File: config.mk
export PLATFORM = sky130hd
export DESIGN_NAME = instr_encoder
export DESIGN_NICKNAME = d
export VERILOG_FILES = /design/src/rtl/instr_encoder_pkg.sv /design/src/rtl/instr_encoder_sync_fifo.sv /design/src/rtl/instr_encoder.sv
export SDC_FILE = /design/constraint.sdc
export NUM_CORES = 1
export LEC_CHECK = 0
export CAP_MARGIN = 20
export CORE_MARGIN = 4
export CORE_UTILIZATION = 56
export DETAILED_ROUTE_END_ITERATION = 8
export PLACE_DENSITY = 0.85
export SLEW_MARGIN = 20
export SYNTH_ARGS = -nofsm -noshare
export SYNTH_HDL_FRONTEND = slang
export SYNTH_SLANG_ARGS = --single-unit
File: constraint.sdc
create_clock -name clk -period 5.7 [get_ports clk]
set_input_delay 1.14 -clock clk [delete_from_list [all_inputs] [get_ports clk]]
set_output_delay 1.14 -clock clk [all_outputs]
set_load 0.01 [all_outputs]
File: src/rtl/instr_encoder_pkg.sv
// Shared RV32I opcode values, format selectors and immediate range helpers
// used by the instruction encoder.
package instr_encoder_pkg;

  localparam logic [6:0] OPC_LUI       = 7'b0110111;
  localparam logic [6:0] OPC_AUIPC     = 7'b0010111;
  localparam logic [6:0] OPC_JAL       = 7'b1101111;
  localparam logic [6:0] OPC_JALR      = 7'b1100111;
  localparam logic [6:0] OPC_BRANCH    = 7'b1100011;
  localparam logic [6:0] OPC_LOAD      = 7'b0000011;
  localparam logic [6:0] OPC_STORE     = 7'b0100011;
  localparam logic [6:0] OPC_ARI_ITYPE = 7'b0010011;
  localparam logic [6:0] OPC_ARI_RTYPE = 7'b0110011;

  typedef enum logic [2:0] {
    FMT_U, FMT_J, FMT_I, FMT_S, FMT_B, FMT_R, FMT_SHIFT, FMT_BAD
  } fmt_e;

  // True when v is representable as an n-bit two's-complement value.
  function automatic logic fits_s(input logic [31:0] v, input int unsigned n);
    logic [31:0] s;
    s = 32'($signed(v) >>> (n - 1));
    return (s == '0) || (s == '1);
  endfunction

  function automatic fmt_e fmt_sel(input logic [6:0] opc, input logic [2:0] f3);
    case (opc)
      OPC_LUI, OPC_AUIPC: return FMT_U;
      OPC_JAL:            return FMT_J;
      OPC_JALR, OPC_LOAD: return FMT_I;
      OPC_STORE:          return FMT_S;
      OPC_BRANCH:         return FMT_B;
      OPC_ARI_RTYPE:      return FMT_R;
      OPC_ARI_ITYPE:      return (f3 == 3'b001 || f3 == 3'b101) ? FMT_SHIFT : FMT_I;
      default:            return FMT_BAD;
    endcase
  endfunction

endpackage

File: src/rtl/instr_encoder_sync_fifo.sv
// Fall-through synchronous FIFO: the head entry is visible on dout_o in the
// cycle after it was pushed. Power-of-two depth; pointers wrap naturally.
module sync_fifo #(
  parameter int WIDTH = 32,
  parameter int DEPTH = 4,
  localparam int AW = $clog2(DEPTH),
  localparam int LW = AW + 1
) (
  input  logic             clk,
  input  logic             rst_n,
  input  logic             push_i,
  input  logic [WIDTH-1:0] din_i,
  input  logic             pop_i,
  output logic [WIDTH-1:0] dout_o,
  output logic             full_o,
  output logic             empty_o,
  output logic [LW-1:0]    level_o
);

  logic [WIDTH-1:0] mem_q [DEPTH];
  logic [AW-1:0]    wr_ptr_q, rd_ptr_q;
  logic [LW-1:0]    cnt_q;
  logic             push_ok, pop_ok;

  assign full_o  = (cnt_q == LW'(DEPTH));
  assign empty_o = (cnt_q == '0);
  assign push_ok = push_i & ~full_o;
  assign pop_ok  = pop_i & ~empty_o;
  assign dout_o  = mem_q[rd_ptr_q];
  assign level_o = cnt_q;

  always_ff @(posedge clk) begin
    if (push_ok) mem_q[wr_ptr_q] <= din_i;
  end

  always_ff @(posedge clk or negedge rst_n) begin
    if (!rst_n) begin
      wr_ptr_q <= '0;
      rd_ptr_q <= '0;
      cnt_q    <= '0;
    end else begin
      if (push_ok) wr_ptr_q <= wr_ptr_q + 1'b1;
      if (pop_ok)  rd_ptr_q <= rd_ptr_q + 1'b1;
      case ({push_ok, pop_ok})
        2'b10:   cnt_q <= cnt_q + 1'b1;
        2'b01:   cnt_q <= cnt_q - 1'b1;
        default: cnt_q <= cnt_q;
      endcase
    end
  end

endmodule

File: src/rtl/instr_encoder.sv
// Packs RV32I fields into instruction words, drops field sets with illegal
// opcodes or out-of-range immediates, and streams legal words to IMEM.
module instr_encoder
  import instr_encoder_pkg::*;
#(
  parameter int XLEN      = 32,
  parameter int DEPTH     = 4,
  parameter int ADDR_W    = 12,
  parameter int BASE_ADDR = 0,
  localparam int LW = $clog2(DEPTH) + 1
) (
  input  logic              clk,
  input  logic              rst_n,
  input  logic              in_valid,
  output logic              in_ready,
  input  logic [6:0]        opcode,
  input  logic [4:0]        rd,
  input  logic [4:0]        rs1,
  input  logic [4:0]        rs2,
  input  logic [2:0]        funct3,
  input  logic [6:0]        funct7,
  input  logic [XLEN-1:0]   imm,
  input  logic              load_addr,
  input  logic [ADDR_W-1:0] start_addr,
  output logic              imem_we,
  input  logic              imem_ready,
  output logic [ADDR_W-1:0] imem_addr,
  output logic [XLEN-1:0]   imem_din,
  output logic              err,
  output logic [7:0]        drop_cnt,
  output logic [LW-1:0]     level
);

  fmt_e             fmt;
  logic [XLEN-1:0]  word;
  logic             legal;
  logic             accept, push, pop, full, empty;
  logic [XLEN-1:0]  fifo_dout;
  logic             rdy_q, err_q;
  logic [7:0]       drop_cnt_q, drop_cnt_d;
  logic [ADDR_W-1:0] addr_q, addr_d;

  assign fmt = fmt_sel(opcode, funct3);

  always_comb begin
    word  = '0;
    legal = 1'b0;
    case (fmt)
      FMT_U: begin
        legal = (imm[11:0] == 12'h000);
        word  = {imm[31:12], rd, opcode};
      end
      FMT_J: begin
        legal = ~imm[0] & fits_s(imm, 21);
        word  = {imm[20], imm[10:1], imm[11], imm[19:12], rd, opcode};
      end
      FMT_I: begin
        legal = fits_s(imm, 12);
        word  = {imm[11:0], rs1, funct3, rd, opcode};
      end
      FMT_S: begin
        legal = fits_s(imm, 12);
        word  = {imm[11:5], rs2, rs1, funct3, imm[4:0], opcode};
      end
      FMT_B: begin
        legal = ~imm[0] & fits_s(imm, 13);
        word  = {imm[12], imm[10:5], rs2, rs1, funct3, imm[4:1], imm[11], opcode};
      end
      FMT_R: begin
        legal = 1'b1;
        word  = {funct7, rs2, rs1, funct3, rd, opcode};
      end
      FMT_SHIFT: begin
        legal = (imm[31:5] == '0);
        word  = {funct7, imm[4:0], rs1, funct3, rd, opcode};
      end
      default: ;
    endcase
  end

  // rdy_q keeps in_ready low through reset and raises it one edge after release.
  assign in_ready = rdy_q & ~full;
  assign accept   = in_valid & in_ready;
  assign push     = accept & legal;
  assign pop      = imem_we & imem_ready;

  sync_fifo #(.WIDTH(XLEN), .DEPTH(DEPTH)) u_fifo (
    .clk     (clk),
    .rst_n   (rst_n),
    .push_i  (push),
    .din_i   (word),
    .pop_i   (pop),
    .dout_o  (fifo_dout),
    .full_o  (full),
    .empty_o (empty),
    .level_o (level)
  );

  assign imem_we   = ~empty;
  assign imem_din  = empty ? '0 : fifo_dout;
  assign imem_addr = addr_q;
  assign err       = err_q;
  assign drop_cnt  = drop_cnt_q;

  always_comb begin
    addr_d = addr_q;
    if (load_addr)  addr_d = start_addr;
    else if (pop)   addr_d = addr_q + 1'b1;
  end

  assign drop_cnt_d = (drop_cnt_q == 8'hFF) ? drop_cnt_q : drop_cnt_q + 8'd1;

  always_ff @(posedge clk or negedge rst_n) begin
    if (!rst_n) begin
      rdy_q      <= 1'b0;
      err_q      <= 1'b0;
      drop_cnt_q <= '0;
      addr_q     <= ADDR_W'(BASE_ADDR);
    end else begin
      rdy_q  <= 1'b1;
      addr_q <= addr_d;
      if (accept && !legal) begin
        err_q      <= 1'b1;
        drop_cnt_q <= drop_cnt_d;
      end
    end
  end

endmodule

==> out/results.md <==
* finished clean — run status
* 121 µm — die height
* 41 — Site Rows
* input port — crit start category
* 1.13 ns — pre-CTS worst setup slack
* 0.82 ns — worst stage delay on the critical path
* 17 — number of CTS-inserted buffers
* 5 — number of iterations in the first detailed-routing pass
* 0 — antenna viol nets, final
* 5021 — vias in the first global route
* 486 — cells after synthesis
* 73.3% — period utilisation layout
* yes — TritonCTS clock tree
* 0 ns — setup TNS
* 59 — Netlist cell types
* 25.0% — combined global-route utilization of all metal layers
* 389 nW/µm² — power density over the cells
* 0 — post-cts repair resize count
* 1.00 ns — Tightest Pin Transition
* 0 — number of hold violations in the final report
* 138 — count of buffers from port buffering
* register — CP Capture Type
* 27200 µm — global-route wire length before repair
* 5.91 — drt via density
* in -> reg — crit path kind
* edfxtp_1 — cell with the most instances after synthesis
* clkdlybuf4s50_1, xnor2_1, nand2_1, a21oi_1, a31o_2, a221oi_4, nand2b_1, ha_1, inv_1, fa_1, xor2_1, nor2_1, xor2_1 — cells along the critical path
* 0.000233 V — worst voltage drop across the vdd grid
* 782 — Inst Count DP
* 718 — final layout net count
* 812 — # fillers
* 0.42 ns — latest clock arrival within the worst-skew pair
* 0.487 ns — worst hold slack
* 3.62 mW — sum of internal, switching and leakage power
* 7210 µm² — area of the mapped netlist
* 53.3% — post-synth top area share
* 73.8% — final standard cell utilization of the core
* 14.8 µm² — syn_area_per_cell
* edfxtp_1 — Post-synth top flop
* 0 — cts-stage hold buffer count
* 157 — number of sinks handled by clock tree synthesis
* 157 — number of register bits inferred by synthesis
* 139 — I/O pin total
* 128 — EDFF count, synth
* 0 — Yosys warning total
* 29.1% — area overhead of the layout relative to synthesis
* 0.06 ns — clock-pin slew of the registers on the worst-case setup and hold paths
* 11900 µm — HPWL Detailed
* 2 — clk buf depth
* 0 — Setup Viol. Count Final
* 17300 µm — final wirelength
* 0 — Setup Fix Bufs, Post-CTS
* 4 — # H-tree levels
* 814 — final standard cell count with taps included and fillers excluded
* 575 — number of nets in the synthesized netlist
* edfxtp_1 (53%), dfrtp_1 (10%), mux4_2 (10%) — largest cells by area after synthesis
* 14800 µm² — area of the die
* 57.1% — starting density of the core
* 0 — DRC viols
* 4.52 ns — Crit path arrival time
* 14 — largest fanout of any net on the critical path
* false — setup repair after global routing missed its margin
* 0 — initial antenna violation count
* 8780 µm² — instance area after placement
* 4.18 ns — shortest clock period the worst path allows after layout
* 121 µm — die boundary width
* 0 — final slew viol count
* 0 — Ant. Diodes
* 9310 µm² — finished layout cell area
* 4807 — number of vias in the routed layout
* 6.04 ns — CP required
* 0 — number of maximum-capacitance constraint violations
* 18.5% — proportion of synthesized flip-flops having asynchronous set or reset
* 1.52 ns — final critical-path setup slack
* 12600 µm² — core outline area
* 0.0103 ns — worst setup skew after layout
* xor2_1 — cell mode on critical path
* reg -> reg — Tightest Hold Check Type
* 35 — maximum number of pins on one net before global-route repair
* 63.4% — share of synthesized area occupied by flip-flops and latches
* edfxtp_1 (128), nor2b_1 (34), mux4_2 (32) — Post-synth top cells
* 0 — GRT Residual Overflow
* clkdlybuf4s50_1 — slowest stage cell on the critical path
* 449 — Detailed Route Iter0 Violations
* 3.34 nW — Leak Pwr
* 0.239 GHz — Peak Freq
* 13.4% — ratio of cells with drive above 1 in the final layout
* clkbuf_16 — CTS root buffer
* 0.866 — routability congestion estimate from global placement
* edfxtp_1 — Yosys top cell by area
* 21.2 µm — routed len/inst
* 32.6% — worst relative slew slack
==> flip-flops by register name (all words and copies together) (netlist names) <==
signal           count
u_fifo.wr_ptr_q      2
imem_addr           12
err                  1
rdy_q                1
u_fifo.mem_q       128
u_fifo.level_o       3
drop_cnt             8
u_fifo.rd_ptr_q      2
==> final cells by class <==
type | count | area, µm² | share of cell area (%)
inverter | 27 | 101 | 1.09
clock buffer | 29 | 490 | 5.27
timing repair buffer | 147 | 1450 | 15.6
tap | 172 | 215 | 2.31
sequential | 157 | 4570 | 49.1
multi-input combinational | 279 | 2440 | 26.2
clock inverter | 3 | 40.0 | 0.430
==> layout by cell type, fill, tap and decap left out, types with 2 or more instances in the layout <==
cell	instances
a222oi_1	11
a21oi_1	2
inv_1	27
and3_1	8
clkbuf_16	17
or4_4	3
or2_2	2
nand3_1	14
nor4_1	4
xnor2_1	12
nor2_2	4
dfrtp_1	28
clkbuf_1	10
clkinv_2	2
buf_4	9
mux4_2	32
nor2_1	24
a22o_1	4
o21ai_0	15
xor2_1	12
mux2i_1	10
nor3_1	6
and2_1	3
clkdlybuf4s50_1	138
nand2_1	28
nand4_1	9
nand2b_1	2
ha_1	7
edfxtp_1	128
nor2b_1	34
clkbuf_8	2
a22oi_1	3
==> cells by family (layout without fill, tap and decap cells) <==
logic type / count (synthesis) / in the layout / synth area share [%]
multiplexers: 45 / 45 / 11.9
adder cells (fa/ha/maj): 8 / 8 / 1.49
XOR/XNOR: 24 / 24 / 2.92
AO/OA/AOI/OAI: 50 / 50 / 5.76
buffers and inverters: 50 / 206 / 2.97
flip-flops: 157 / 157 / 63.4
AND/OR/NAND/NOR: 151 / 151 / 11.5
other: 1 / 1 / 0.0520
==> final timing paths <==
check | end | from | depth (start not counted) | slack [ns]
worst max-delay path | u_fifo.level_o[2] | opcode[2] | 13 | 1.52
worst min-delay path | err | err | 1 | 0.49
worst max register to register | u_fifo.level_o[2] | u_fifo.level_o[0] | 9 | 3.10
worst min register to register | err | err | 1 | 0.49
max in group asynchronous | u_fifo.rd_ptr_q[0] | rst_n | 2 | 4.28
min in group asynchronous | imem_addr[7] | rst_n | 2 | 1.10
==> critical path: cells and delay by family <==
kind                     cells  cell delay, ns
buffers and inverters        2            0.88
AO/OA/AOI/OAI                3            0.79
adder cells (fa/ha/maj)      2            0.63
AND/OR/NAND/NOR              3            0.61
XOR/XNOR                     3            0.47
==> where the power goes <==
group	switching [mW]	total (mW)	internal (mW)
clock	0.407	1.03	0.623
combinational	0.462	1.17	0.708
sequential	0.135	1.42	1.28
total	1.00	3.62	2.61
==> metal layers <==
layer | part of all wire (%) | vias to the layer above | wire [µm] | GRT usage [%]
li1 | - | 2142 | - | -
met1 | 38 | 2375 | 6590 | 31.2
met2 | 51 | 254 | 8770 | 40.6
met3 | 8.4 | 36 | 1440 | 7.69
met4 | 2.7 | 0 | 458 | 10.8
met5 | 0 | - | 0 | 0
Note: power is estimated with default switching activity, not from simulation.
